### src/rtl/lsu_pkg.sv
// Shared definitions for the load/store unit: RV32I width codes and FSM states.
package lsu_pkg;

  localparam logic [2:0] F3_B  = 3'b000;
  localparam logic [2:0] F3_H  = 3'b001;
  localparam logic [2:0] F3_W  = 3'b010;
  localparam logic [2:0] F3_BU = 3'b100;
  localparam logic [2:0] F3_HU = 3'b101;

  typedef enum logic [2:0] {
    IDLE,
    LOAD,
    RMW_RD,
    STORE,
    RESP
  } lsu_state_t;

  function automatic logic funct3_legal(input logic [2:0] f3);
    return (f3 == F3_B) || (f3 == F3_H) || (f3 == F3_W) ||
           (f3 == F3_BU) || (f3 == F3_HU);
  endfunction

endpackage

### src/rtl/lsu_align.sv
// Little-endian lane logic: extracts and extends a load result from a memory
// word, and merges sub-word store data into an old word.
module lsu_align
  import lsu_pkg::*;
(
  input  logic [31:0] word,
  input  logic [31:0] wdata,
  input  logic [1:0]  addr_lo,
  input  logic [2:0]  funct3,
  output logic [31:0] rdata,
  output logic [31:0] merged
);

  logic [7:0]       sel_byte;
  logic [15:0]      sel_half;
  logic [3:0][7:0]  lanes;

  assign sel_byte = word[{addr_lo, 3'b000} +: 8];
  assign sel_half = word[{addr_lo[1], 4'b0000} +: 16];

  always_comb begin
    rdata = 32'd0;
    case (funct3)
      F3_B:    rdata = {{24{sel_byte[7]}}, sel_byte};
      F3_BU:   rdata = {24'd0, sel_byte};
      F3_H:    rdata = {{16{sel_half[15]}}, sel_half};
      F3_HU:   rdata = {16'd0, sel_half};
      F3_W:    rdata = word;
      default: rdata = 32'd0;
    endcase
  end

  // Each byte lane either takes new store data or keeps the old byte.
  genvar gi;
  generate
    for (gi = 0; gi < 4; gi++) begin : g_lane
      localparam logic [1:0] LANE = 2'(gi);
      assign lanes[gi] =
        (funct3 == F3_W)                           ? wdata[8*gi +: 8] :
        (funct3 == F3_H && addr_lo[1] == LANE[1])  ? (LANE[0] ? wdata[15:8] : wdata[7:0]) :
        (funct3 == F3_B && addr_lo == LANE)        ? wdata[7:0] :
                                                     word[8*gi +: 8];
    end
  endgenerate

  assign merged = lanes;

endmodule

### src/rtl/load_store_unit.sv
// Multi-cycle load/store initiator: word memory accesses, sub-word stores as
// read-modify-write, sign/zero-extended load results.
module load_store_unit
  import lsu_pkg::*;
#(
  parameter int DEPTH = 1024
) (
  input  logic        clk,
  input  logic        rst,
  input  logic        req_valid,
  output logic        req_ready,
  input  logic        req_we,
  input  logic [2:0]  req_funct3,
  input  logic [31:0] req_addr,
  input  logic [31:0] req_wdata,
  output logic        rsp_valid,
  output logic [31:0] rsp_rdata,
  output logic        rsp_err,
  output logic        mem_we,
  output logic [31:0] mem_addr,
  output logic [31:0] mem_wd,
  input  logic [31:0] mem_rd
);

  lsu_state_t  state_reg;
  logic [1:0]  addr_lo_reg;
  logic [2:0]  funct3_reg;
  logic [31:0] wdata_reg;
  logic        req_ready_reg;
  logic        rsp_valid_reg;
  logic [31:0] rsp_rdata_reg;
  logic        rsp_err_reg;
  logic        mem_we_reg;
  logic [31:0] mem_addr_reg;
  logic [31:0] mem_wd_reg;

  logic [31:0] ext_rdata;
  logic [31:0] merged_word;
  logic        req_err;

  // Halfword alignment applies to both H and HU (funct3[1:0] == 01).
  assign req_err = !funct3_legal(req_funct3)
                 || (req_we && req_funct3[2])
                 || (req_funct3[1:0] == 2'b01 && req_addr[0])
                 || (req_funct3 == F3_W && req_addr[1:0] != 2'b00)
                 || ({2'b00, req_addr[31:2]} >= 32'(DEPTH));

  lsu_align u_align (
    .word    (mem_rd),
    .wdata   (wdata_reg),
    .addr_lo (addr_lo_reg),
    .funct3  (funct3_reg),
    .rdata   (ext_rdata),
    .merged  (merged_word)
  );

  always_ff @(posedge clk or posedge rst) begin
    if (rst) begin
      state_reg     <= IDLE;
      addr_lo_reg   <= 2'd0;
      funct3_reg    <= 3'd0;
      wdata_reg     <= 32'd0;
      req_ready_reg <= 1'b1;
      rsp_valid_reg <= 1'b0;
      rsp_rdata_reg <= 32'd0;
      rsp_err_reg   <= 1'b0;
      mem_we_reg    <= 1'b0;
      mem_addr_reg  <= 32'd0;
      mem_wd_reg    <= 32'd0;
    end else begin
      case (state_reg)
        IDLE: begin
          if (req_valid) begin
            addr_lo_reg   <= req_addr[1:0];
            funct3_reg    <= req_funct3;
            wdata_reg     <= req_wdata;
            req_ready_reg <= 1'b0;
            if (req_err) begin
              state_reg     <= RESP;
              rsp_valid_reg <= 1'b1;
              rsp_err_reg   <= 1'b1;
              rsp_rdata_reg <= 32'd0;
            end else begin
              mem_addr_reg <= {2'b00, req_addr[31:2]};
              if (!req_we) begin
                state_reg <= LOAD;
              end else if (req_funct3 == F3_W) begin
                state_reg  <= STORE;
                mem_we_reg <= 1'b1;
                mem_wd_reg <= req_wdata;
              end else begin
                state_reg <= RMW_RD;
              end
            end
          end
        end
        LOAD: begin
          rsp_rdata_reg <= ext_rdata;
          rsp_valid_reg <= 1'b1;
          rsp_err_reg   <= 1'b0;
          mem_addr_reg  <= 32'd0;
          state_reg     <= RESP;
        end
        RMW_RD: begin
          // mem_wd_reg doubles as the merge register for the write cycle.
          mem_wd_reg <= merged_word;
          mem_we_reg <= 1'b1;
          state_reg  <= STORE;
        end
        STORE: begin
          mem_we_reg    <= 1'b0;
          mem_wd_reg    <= 32'd0;
          mem_addr_reg  <= 32'd0;
          rsp_valid_reg <= 1'b1;
          rsp_rdata_reg <= 32'd0;
          rsp_err_reg   <= 1'b0;
          state_reg     <= RESP;
        end
        RESP: begin
          rsp_valid_reg <= 1'b0;
          rsp_err_reg   <= 1'b0;
          rsp_rdata_reg <= 32'd0;
          req_ready_reg <= 1'b1;
          state_reg     <= IDLE;
        end
        default: state_reg <= IDLE;
      endcase
    end
  end

  assign req_ready = req_ready_reg;
  assign rsp_valid = rsp_valid_reg;
  assign rsp_rdata = rsp_rdata_reg;
  assign rsp_err   = rsp_err_reg;
  assign mem_we    = mem_we_reg;
  assign mem_addr  = mem_addr_reg;
  assign mem_wd    = mem_wd_reg;

endmodule

### config.mk
export PLATFORM = sky130hd
export DESIGN_NAME = load_store_unit
export DESIGN_NICKNAME = d
export VERILOG_FILES = /design/src/rtl/lsu_pkg.sv /design/src/rtl/lsu_align.sv /design/src/rtl/load_store_unit.sv
export SDC_FILE = /design/constraint.sdc
export NUM_CORES = 1
export LEC_CHECK = 0
export ABC_CLOCK_PERIOD_IN_PS = 9970
export BUFFER_PORTS_ARGS = -buffer_cell sky130_fd_sc_hd__buf_2
export CORE_UTILIZATION = 56
export CTS_CLUSTER_DIAMETER = 60
export CTS_CLUSTER_SIZE = 12
export DETAILED_ROUTE_END_ITERATION = 10
export GPL_ROUTABILITY_DRIVEN = 0
export PLACE_DENSITY = 0.86
export SETUP_SLACK_MARGIN = 0.1
export SYNTH_ARGS = -nofsm -noshare
export SYNTH_HDL_FRONTEND = slang
export SYNTH_SLANG_ARGS = --single-unit
### constraint.sdc
create_clock -name clk -period 9.97 [get_ports clk]
set_clock_uncertainty 0.05 [all_clocks]
set_input_delay 0.4985 -clock clk [delete_from_list [all_inputs] [get_ports clk]]
set_output_delay 0.4985 -clock clk [all_outputs]
set_load 0.01 [all_outputs]
==> run_results.csv <==
group,metric,value,unit
outcome,status,"finished, final reports clean",
clock_network,clock_sinks,138,
global_route,use_met3,10.4,%
sta,min_period_over_period,31.8,%
synth,synth_edf_count,0,
clock_network,clk_pin_slew,0.06,ns
route,dr.pass1.iters,7,
synth,syn_inst,616,
sta,maxSlewViolCount,0,
power,power_frac_comb,13.0,%
flow_run,drv_cap,0,
synth,synth_top_area_share,50.2,%
floorplan,core.rowCount,39,
clock_network,postCtsSetupBuffers,0,
sta,tightest_slew,1.27,ns
sta,slew_headroom,15.2,%
worst_hold_path,hold_class,"input pin to async pin",
global_route,grt_max_degree,81,
global_route,busiest_layer,"met2",
finish,most-common-layout-cells,"200 x buf_2, 137 x dfrtp_1, 63 x nand2_1",
route,post_drt_wl_per_cell,20.6,µm
floorplan,dieArea,12700,µm²
route,vias,5941,
global_route,track_usage,31.8,%
power,ir_worst_vdd,0.000109,V
power,seqPwrFrac,42.4,%
floorplan,num_io_pins,203,
floorplan,start_util,58.6,%
placement,dp_hpwl,14100,µm
synth,synth_area_leaders,"dfrtp_1 50%, mux2_4 6.6%, mux2_2 5.8%",
synth,yosys_register_bits,138,
clock_network,cts-root-buf,"clkbuf_16",
clock_network,cts_resized,0,
floorplan,coreArea,11700,µm²
route,drt_iter0_markers,661,
synth,ys_seq_area_share,50.5,%
worst_setup_path,cp_max_fo,41,
finish,drive_above_1_share,38.7,%
clock_network,clock_latency,0.42,ns
sta,finalSetupTns,0,ns
global_route,use_met2,49.0,%
route,postRouteAntennaNets,0,
synth,yosysUniqueCellTypes,55,
power,clockPowerShare,44.6,%
worst_setup_path,worst_setup_path_start_kind,"flip-flop",
synth,synth_area_leader_cell,"dfrtp_1",
worst_setup_path,r2r_cells,6,
finish,fin_util,72.5,%
route,vias_per_cell,6.26,
global_route,grt_use_met1,39.7,%
clock_network,htreeDepth,4,
worst_setup_path,arrival,3.42,ns
global_route,grt_pass1_wl,30400,µm
global_route,antenna_found_initial,0,
floorplan,fp.dieH,112,µm
sta,setup_viol,0,
synth,yosys_warnings,0,
power,swShare,25.6,%
synth,syn_area_per_cell,11.1,µm²
floorplan,die_width,112,µm
power,cellInternalPower,0.00108,W
route,wl,19600,µm
global_route,grt-ovfl-total,0,
sta,finalWorstPathRequiredPeriod,3.17,ns
synth,postSynth.asyncResetShare,100,%
power,switching_power,0.000372,W
finish,mostFrequentLayoutCell,"buf_2",
power,p_leak,4.33,nW
worst_setup_path,critical_path_class,"flip-flop to flip-flop",
clock_network,cts_made_buffers,17,
clock_network,tritoncts,"yes",
clock_network,clk_path_buf_depth,2,
sta,grt_setup_unrepaired,"no",
sta,max_freq,316,MHz
worst_setup_path,crit_required,10.23,ns
clock_network,ctsHoldBuffers,0,
global_route,grt_pass1_vias,5919,
route,drcViolationCount,0,
sta,hold_viol,0,
synth,yosys_most_used_dff,"dfrtp_1",
finish,areaGrowthSynthToFinish,23.8,%
placement,portBuffers,200,
worst_setup_path,end_kind,"flip-flop",
power,power_density,172,nW/µm²
finish,fin_nets,896,
finish,insertedDiodeCount,0,
synth,syn_area,6840,µm²
## layer usage
| metal | part of all wire [%] | up-vias | wire length [µm] |
|---|---|---|---|
| met4 | 4.1 | 0 | 804 |
| met1 | 39 | 2845 | 7670 |
| li1 | - | 2644 | - |
| met3 | 11 | 66 | 2080 |
| met5 | 0 | - | 0 |
| met2 | 46 | 386 | 9010 |
## kinds of logic after synthesis
group	synth area share, %
other	0.0549
and+or+nand+nor	11.3
buffers and inverters	3.70
muxes	15.2
AOI/OAI and AO/OA	19.2
DFF	50.5
## critical path, stage by stage (launching register included)
cell and delay [ns]:
dfrtp_1 0.51, nor4b_4 0.33, buf_4 0.48, inv_2 0.10, nor3_2 0.83, nor2b_1 0.44
and2_1 0.30
## cell usage after synthesis (4+ instances only)
cell type  count
o21ai_1       19
mux2_4        30
a221oi_1       8
dfrtp_1      137
buf_2         10
buf_1          4
clkbuf_1      29
nand3_1       11
mux2i_1       15
nor4_1         7
inv_1          7
a22oi_1        8
and3_1         8
a41o_1         8
o211ai_1       8
a222oi_1       8
nand4_1        9
nand2b_1       4
a31oi_1        4
and2_1        21
o2bb2ai_1     30
nand2_1       63
mux2_2        35
a211oi_1       8
o21ai_0       46
a21oi_1       30
nor2_1        10
## power groups by stage
stage	sequential, W	combinational (W)	clock [W]
2_1_floorplan	0.000607	0.000133	0
3_3_place_gp	0.000621	0.000178	0
3_5_place_dp	0.000624	0.000185	0
4_1_cts	0.000615	0.000186	0.000652
5_1_grt	0.000619	0.000203	0.000678
6_report	0.000616	0.000189	0.000647
## cell type report
class                      count  area [µm²]
sequential                   138        3450
tap                          143         179
fill                         831        3200
clock buffer                  26         499
clock inverter                 6         110
timing repair buffer         205        1040
inverter                       8        32.5
multi-input combinational    423        3150
## worst paths after layout
check,start,end,slack [ns]
setup / recovery,state_reg[2]$_DFFE_PP0P_,mem_addr[24]$_DFFE_PP0P_,6.80
hold / removal,rst,mem_addr[19]$_DFFE_PP0P_,0.23
setup reg to reg,state_reg[2]$_DFFE_PP0P_,mem_addr[24]$_DFFE_PP0P_,6.80
hold reg to reg,mem_addr[23]$_DFFE_PP0P_,mem_addr[23]$_DFFE_PP0P_,0.43
max in group asynchronous,rst,mem_wd[7]$_DFFE_PP0P_,8.33
min in group clk,req_addr[9],mem_addr[7]$_DFFE_PP0P_,0.23
## stage by stage
stage | power (W) | worst slack (ns) | instance area [µm²] | hold WS, ns | instances
floorplan | 0.000740 | 5.73 | 6840 | 0.425 | 617
global placement | 0.000799 | 6.98 | 7850 | 0.408 | 917
detailed placement | 0.000809 | 6.76 | 7850 | 0.415 | 917
CTS | 0.00145 | 6.80 | 8460 | 0.219 | 949
global route | 0.00150 | 6.49 | 8460 | 0.232 | 949
finish | 0.00145 | 6.80 | 8460 | 0.226 | 949
Note: power is estimated with default switching activity, not from simulation.
